**config.mk**
```make
export PLATFORM = sky130hd
export DESIGN_NAME = melody_game_engine
export DESIGN_NICKNAME = d
export VERILOG_FILES = /design/src/rtl/melody_game_engine.sv
export SDC_FILE = /design/constraint.sdc
export NUM_CORES = 1
export LEC_CHECK = 0
export ABC_AREA = 1
export BUFFER_PORTS_ARGS = -buffer_cell sky130_fd_sc_hd__buf_2
export CAP_MARGIN = 20
export CORE_MARGIN = 5
export CORE_UTILIZATION = 55
export DETAILED_ROUTE_END_ITERATION = 10
export PLACE_DENSITY = 0.77
export SLEW_MARGIN = 20
export SYNTH_ARGS = -nofsm -noshare
export SYNTH_HDL_FRONTEND = slang
export SYNTH_SLANG_ARGS = --single-unit
export TNS_END_PERCENT = 1
```
**constraint.sdc**
```tcl
create_clock -name clk -period 2.3 [get_ports clk]
set_input_delay 0 -clock clk [delete_from_list [all_inputs] [get_ports clk]]
set_output_delay 0 -clock clk [all_outputs]
set_load 0.03 [all_outputs]
```
**src/rtl/melody_game_engine.sv**
```systemverilog
// melody_game_engine: plays a growing melody, then checks the player's key presses against it.
// Define GAME_LIVES_EN to limit misses to LIVES; otherwise misses are unlimited.
module melody_game_engine #(
    parameter int NOTE_W     = 3,
    parameter int MAX_NOTES  = 8,
    parameter int START_LEN  = 3,
    parameter int TICK_DIV   = 5000,
    parameter int TONE_TICKS = 2,
    parameter int GAP_TICKS  = 2,
    parameter int LIVES      = 3
) (
    input  logic                                 clk,
    input  logic                                 reset,
    input  logic                                 load_en,
    input  logic [MAX_NOTES*NOTE_W-1:0]          load_data,
    input  logic                                 start,
    input  logic                                 key_valid,
    input  logic [NOTE_W-1:0]                    key_code,
    output logic [NOTE_W-1:0]                    piezo_out,
    output logic [NOTE_W-1:0]                    led_out,
    output logic                                 playing,
    output logic                                 awaiting_key,
    output logic                                 miss,
    output logic                                 game_end,
    output logic [$clog2(MAX_NOTES+1)-1:0]       cur_len,
    output logic [(MAX_NOTES>1 ? $clog2(MAX_NOTES) : 1)-1:0] key_index,
    output logic [$clog2(LIVES+1)-1:0]           lives_left,
    output logic                                 game_lost
);
    localparam int LW   = $clog2(MAX_NOTES+1);
    localparam int IW   = MAX_NOTES > 1 ? $clog2(MAX_NOTES) : 1;
    localparam int VW   = $clog2(LIVES+1);
    localparam int TW   = TICK_DIV > 1 ? $clog2(TICK_DIV) : 1;
    localparam int PMAX = TONE_TICKS > GAP_TICKS ? TONE_TICKS : GAP_TICKS;
    localparam int PW   = $clog2(PMAX+1);

    typedef enum logic [2:0] {IDLE, PLAY_ON, PLAY_OFF, WAIT_KEY, ECHO, DONE} state_t;

    state_t                      state, state_n;
    logic [MAX_NOTES*NOTE_W-1:0] melody;
    logic                        loaded, match;
    logic [NOTE_W-1:0]           key_tone, note;
    logic [IW-1:0]               play_idx;
    logic [TW-1:0]               tcnt;
    logic [PW-1:0]               pcnt;
    logic tick, tone_done, gap_done, play_last, key_last, len_max, out_of_lives, ready;

    always_comb begin
        note      = melody[play_idx*NOTE_W +: NOTE_W];
        tick      = tcnt == TW'(TICK_DIV-1);
        tone_done = tick && pcnt == PW'(TONE_TICKS-1);
        gap_done  = tick && pcnt == PW'(GAP_TICKS-1);
        play_last = LW'(play_idx) == cur_len - 1'b1;
        key_last  = LW'(key_index) == cur_len - 1'b1;
        len_max   = cur_len == LW'(MAX_NOTES);
        ready     = state == IDLE || state == DONE;
        state_n   = state;
        case (state)
            IDLE:     if (start && loaded && !load_en) state_n = PLAY_ON;
            PLAY_ON:  if (tone_done) state_n = PLAY_OFF;
            PLAY_OFF: if (gap_done) state_n = play_last ? WAIT_KEY : PLAY_ON;
            WAIT_KEY: if (key_valid) state_n = ECHO;
            ECHO:     if (tone_done) state_n = !match ? (out_of_lives ? DONE : PLAY_ON) :
                                               !key_last ? WAIT_KEY : len_max ? DONE : PLAY_ON;
            DONE:     if (load_en) state_n = IDLE;
                      else if (start && loaded) state_n = PLAY_ON;
            default:  state_n = IDLE;
        endcase
    end

    assign piezo_out    = state == PLAY_ON ? note : state == ECHO ? key_tone : '0;
    assign led_out      = piezo_out;
    assign playing      = state == PLAY_ON || state == PLAY_OFF;
    assign awaiting_key = state == WAIT_KEY;

    always_ff @(posedge clk) begin
        if (reset) begin
            state     <= IDLE;
            melody    <= '0;
            loaded    <= 1'b0;
            match     <= 1'b0;
            key_tone  <= '0;
            play_idx  <= '0;
            key_index <= '0;
            cur_len   <= LW'(START_LEN);
            tcnt      <= '0;
            pcnt      <= '0;
            miss      <= 1'b0;
            game_end  <= 1'b0;
        end else begin
            state <= state_n;
            miss  <= 1'b0;
            // every phase starts from a cleared prescaler so its length is exact
            if (state_n != state) begin
                tcnt <= '0;
                pcnt <= '0;
            end else if (tick) begin
                tcnt <= '0;
                pcnt <= pcnt + 1'b1;
            end else tcnt <= tcnt + 1'b1;
            if (ready && load_en) begin
                melody   <= load_data;
                loaded   <= 1'b1;
                game_end <= 1'b0;
            end
            if (ready && state_n == PLAY_ON) begin
                cur_len   <= LW'(START_LEN);
                play_idx  <= '0;
                key_index <= '0;
                game_end  <= 1'b0;
            end
            if (state == PLAY_OFF && gap_done) begin
                if (play_last) key_index <= '0;
                else play_idx <= play_idx + 1'b1;
            end
            if (state == WAIT_KEY && key_valid) begin
                match    <= key_code == melody[key_index*NOTE_W +: NOTE_W];
                key_tone <= key_code;
            end
            if (state == ECHO && tone_done) begin
                play_idx <= '0;
                miss     <= !match;
                if (!match) key_index <= '0;
                else if (!key_last) key_index <= key_index + 1'b1;
                else if (!len_max) begin
                    cur_len   <= cur_len + 1'b1;
                    key_index <= '0;
                end
                if (state_n == DONE) game_end <= 1'b1;
            end
        end
    end

`ifdef GAME_LIVES_EN
    assign out_of_lives = lives_left == VW'(1);

    always_ff @(posedge clk) begin
        if (reset) begin
            lives_left <= VW'(LIVES);
            game_lost  <= 1'b0;
        end else begin
            if (ready && load_en) game_lost <= 1'b0;
            if (ready && state_n == PLAY_ON) begin
                lives_left <= VW'(LIVES);
                game_lost  <= 1'b0;
            end
            if (state == ECHO && tone_done && !match) begin
                lives_left <= lives_left - 1'b1;
                if (out_of_lives) game_lost <= 1'b1;
            end
        end
    end
`else
    assign out_of_lives = 1'b0;
    assign lives_left   = '0;
    assign game_lost    = 1'b0;
`endif
endmodule

```
==> key figures <==
Setup path
  • R2R Path End: key_index[1]
  • Setup crit end kind: register
  • R2R cell count: 15
  • Worst R2R Setup Slack: 0.21 ns
  • CP required: 2.53 ns
  • Reg-to-reg startpoint: cur_len[1]
  • Worst Path Arrival: 2.33 ns
  • Kind of critical path: reg2reg
  • Worst Setup Start Kind: register
  • Peak fanout along the critical path: 10

Drt
  • Detailed Routing Iterations Pass 1: 5
  • Drt drc: 0
  • Total number of vias: 3456
  • Total Wirelength: 8980 microns
  • Initial DRC count: 203
  • Via density: 5.28
  • DRT antenna net count: 0
  • Avg WL per Cell: 13.7 microns

Clock tree
  • Setup bufs post-CTS: 0
  • Reg clk slew, reported paths: 0.07 ns
  • Clock buffer depth: 2
  • TritonCTS Sinks: 59
  • CTS tree: yes
  • Clock root buffer master: clkbuf_8
  • Htree depth: 3
  • Clock Latency Late Sink: about 0.34 ns
  • CTS buffer count: 9

Finish
  • # nets final: 613
  • Fraction of layout cells with a size suffix above 1: 0.198
  • Area added between synthesis and finish: 25.1%
  • Fillers: 521
  • Area of the multi-input gates: 1850 sq um
  • FF/Latch Area: 1180 sq um
  • Fin area: 4170 sq um
  • Antenna cells: 0

Global route
  • Grt total ovfl: 0
  • Vias in the first global route: 3252
  • Total GRT Usage: 0.242
  • Antenna violations before repair: 0
  • Maximum number of pins on one net before global-route repair: 35
  • First-pass GRT wire length: 14700 microns

Floorplanning
  • Die width: 87.8 microns
  • Starting Density: 0.563
  • Rows: 28
  • Die height: 87.8 microns
  • Core area: 5920 sq um
  • Io pins: 52
  • Total die area: 7710 sq um

Synth
  • Compound-cell area share of the yosys netlist: 0.166
  • Largest family of logic cells by synthesized area: simple AND/OR/NAND/NOR gates
  • Synth Warn #: 0
  • Mean Syn Cell Area: 6.72 sq um
  • Adder-cell share of the synthesized area: 0.0225
  • Synth area leaders: dfxtp_1 (35%), nand2_1 (9.0%), o21ai_0 (8.6%)
  • Simple-gate area share of the yosys netlist: 0.300
  • Cell variety after synth: 34
  • Seq/Total Area, Yosys: 0.355
  • #FFs+latches synth: 59
  • Post-Synth XOR/XNOR Area: 0.0500
  • Syn Std Cell Area: 3330 sq um
  • Share of the synthesized area in the top cell type: 0.355
  • Synth Instances: 496
  • Cell accounting for the most synthesized area: dfxtp_1
  • Post-synthesis mux area share: 0.00301

Placement
  • Gpl congestion: about 0.9
  • Port bufs: 48
  • Area after DPL: 3650 sq um
  • HPWL Detailed: around 6300 microns
  • Pre-CTS setup slack: approximately 0.13 ns

Pwr
  • Leakage: between 0.0015 and 0.002 uW
  • Worst VDD drop: 0.506 mV
  • Power density cells: around 560 nW/um^2
  • Total power: 2340 uW

Worst hold path
  • Worst hold endpoint: key_tone[2]
  • Min-delay src: key_code[2]
  • Hold path depth: 3
  • Hold/Removal Path Class: in2reg

Outcome
  • Outcome: completed

Flow run
  • Max cap viols: 0

Timing
  • Crit path time final: 2.09 ns
  • Period utilization: 0.909
  • Total Negative Setup Slacks: 0 ns
  • Final worst setup slack: 0.208 ns
  • Max Clock Freq: 0.478 GHz
  • Max Slew Vio Count: 0
  • RSZ-0062 raised after global routing: false
  • Final Hold Viols: 0
  • Final setup viols: 0
  • Clock Skew: 0.00691 ns
-- cells in the mapped netlist, drive strengths merged --
cell     number
xor2         14
or2           2
nor4          1
nand3        33
ha            6
clkbuf       12
buf          10
a31oi         3
o21ai        60
a21boi        1
nor2         88
xnor2         5
a21oi        31
mux2i         1
nand3b        1
o2111ai       1
inv          59
nand2        84
o211ai        8
nor3          8
conb          1
dfxtp        59
nand4         7
clkinv        1
-- worst max-delay path, stage by stage, from the launching register on --
cell and delay (ns):
dfxtp_1 0.37, inv_1 0.13, ha_4 0.25, xnor2_1 0.14, nor2_2 0.18, nand3_4 0.13
nand2_1 0.08, nand2_1 0.06, nand3_1 0.07, nand3_1 0.10, nor2_2 0.14, nand2_4 0.11
nand3_1 0.09, nand2_1 0.05, nand2_1 0.05, nand2_1 0.04
-- layer usage --
layer	vias to the layer above	track usage	wire [microns]
met5	-	0	0
met4	0	0.0879	136
met3	14	0.0367	547
met2	122	0.418	4350
met1	1559	0.304	3940
li1	1761	-	-
-- kinds of logic after synthesis --
| group | count (synthesis) |
|---|---|
| compound gates | 104 |
| xor+xnor | 19 |
| fa+ha+maj | 6 |
| buf+inv | 82 |
| flops | 59 |
| mux | 1 |
| other cells | 1 |
| simple gates | 224 |
-- layout by cell type (no fill, tap or decap), types with 2 or more instances in the layout --
master / n
buf_4: 13
or2_2: 2
o21ai_0: 57
inv_2: 7
nand2_1: 80
nand4_1: 7
nor3_1: 7
dfxtp_1: 59
xor2_1: 14
xnor2_1: 5
nand2_4: 2
nor2_1: 70
o21ai_1: 2
ha_1: 5
a31oi_1: 3
conb_1: 3
nor2_2: 18
clkbuf_8: 11
o211ai_1: 8
nand3_2: 3
nand2_2: 2
inv_1: 52
buf_2: 48
a21oi_1: 31
nand3_1: 29
dlygate4sd3_1: 27
-- final cells by class --
class	count	share of cell area
clock buffer	11	0.0363
clock inverter	5	0.0144
inverter	60	0.0540
multi-input combinational	357	0.443
sequential	59	0.283
tap	75	0.0225
timing repair buffer	88	0.146
-- worst max path at each step --
stage,from,to,slack [ns],depth (start not counted)
floorplan,cur_len[0],key_index[0],0.04,15
global placement,cur_len[1],tcnt[10],0.22,12
detailed placement,cur_len[1],key_index[1],0.13,15
CTS,cur_len[1],cur_len[1],0.09,11
global route,cur_len[1],key_index[1],0.002,18
finish,cur_len[1],key_index[1],0.21,15
-- stage by stage --
step / hold slack [ns] / util / std cells
after CTS: 0.00369 / 0.698 / 655
after detailed placement: 0.226 / 0.617 / 612
after global routing: 0.0244 / 0.704 / 655
after floorplan: 0.135 / - / 498
after global placement: 0.220 / 0.617 / 612
final: 0.0145 / 0.704 / 655
-- sequential cells by signal (all words and copies together) (netlist names) --
signal	cells
tcnt	13
miss	1
key_tone	3
play_idx	3
game_end	1
state	3
match	1
loaded	1
cur_len	4
melody	24
pcnt	2
key_index	3
-- timing repair --
action,in CTS,in global routing
setup endpoints to repair,0,22
gates resized for setup,0,5
endpoints found under the hold margin,30,0
hold buffers,27,0
-- where the power goes --
group	internal, uW	switching, uW	leakage [uW]
combinational	104	143	0.00120
clock	563	438	0.000106
sequential	1070	27.1	0.000482
total	1730	608	0.00179
(Power assumes the default switching activity.)
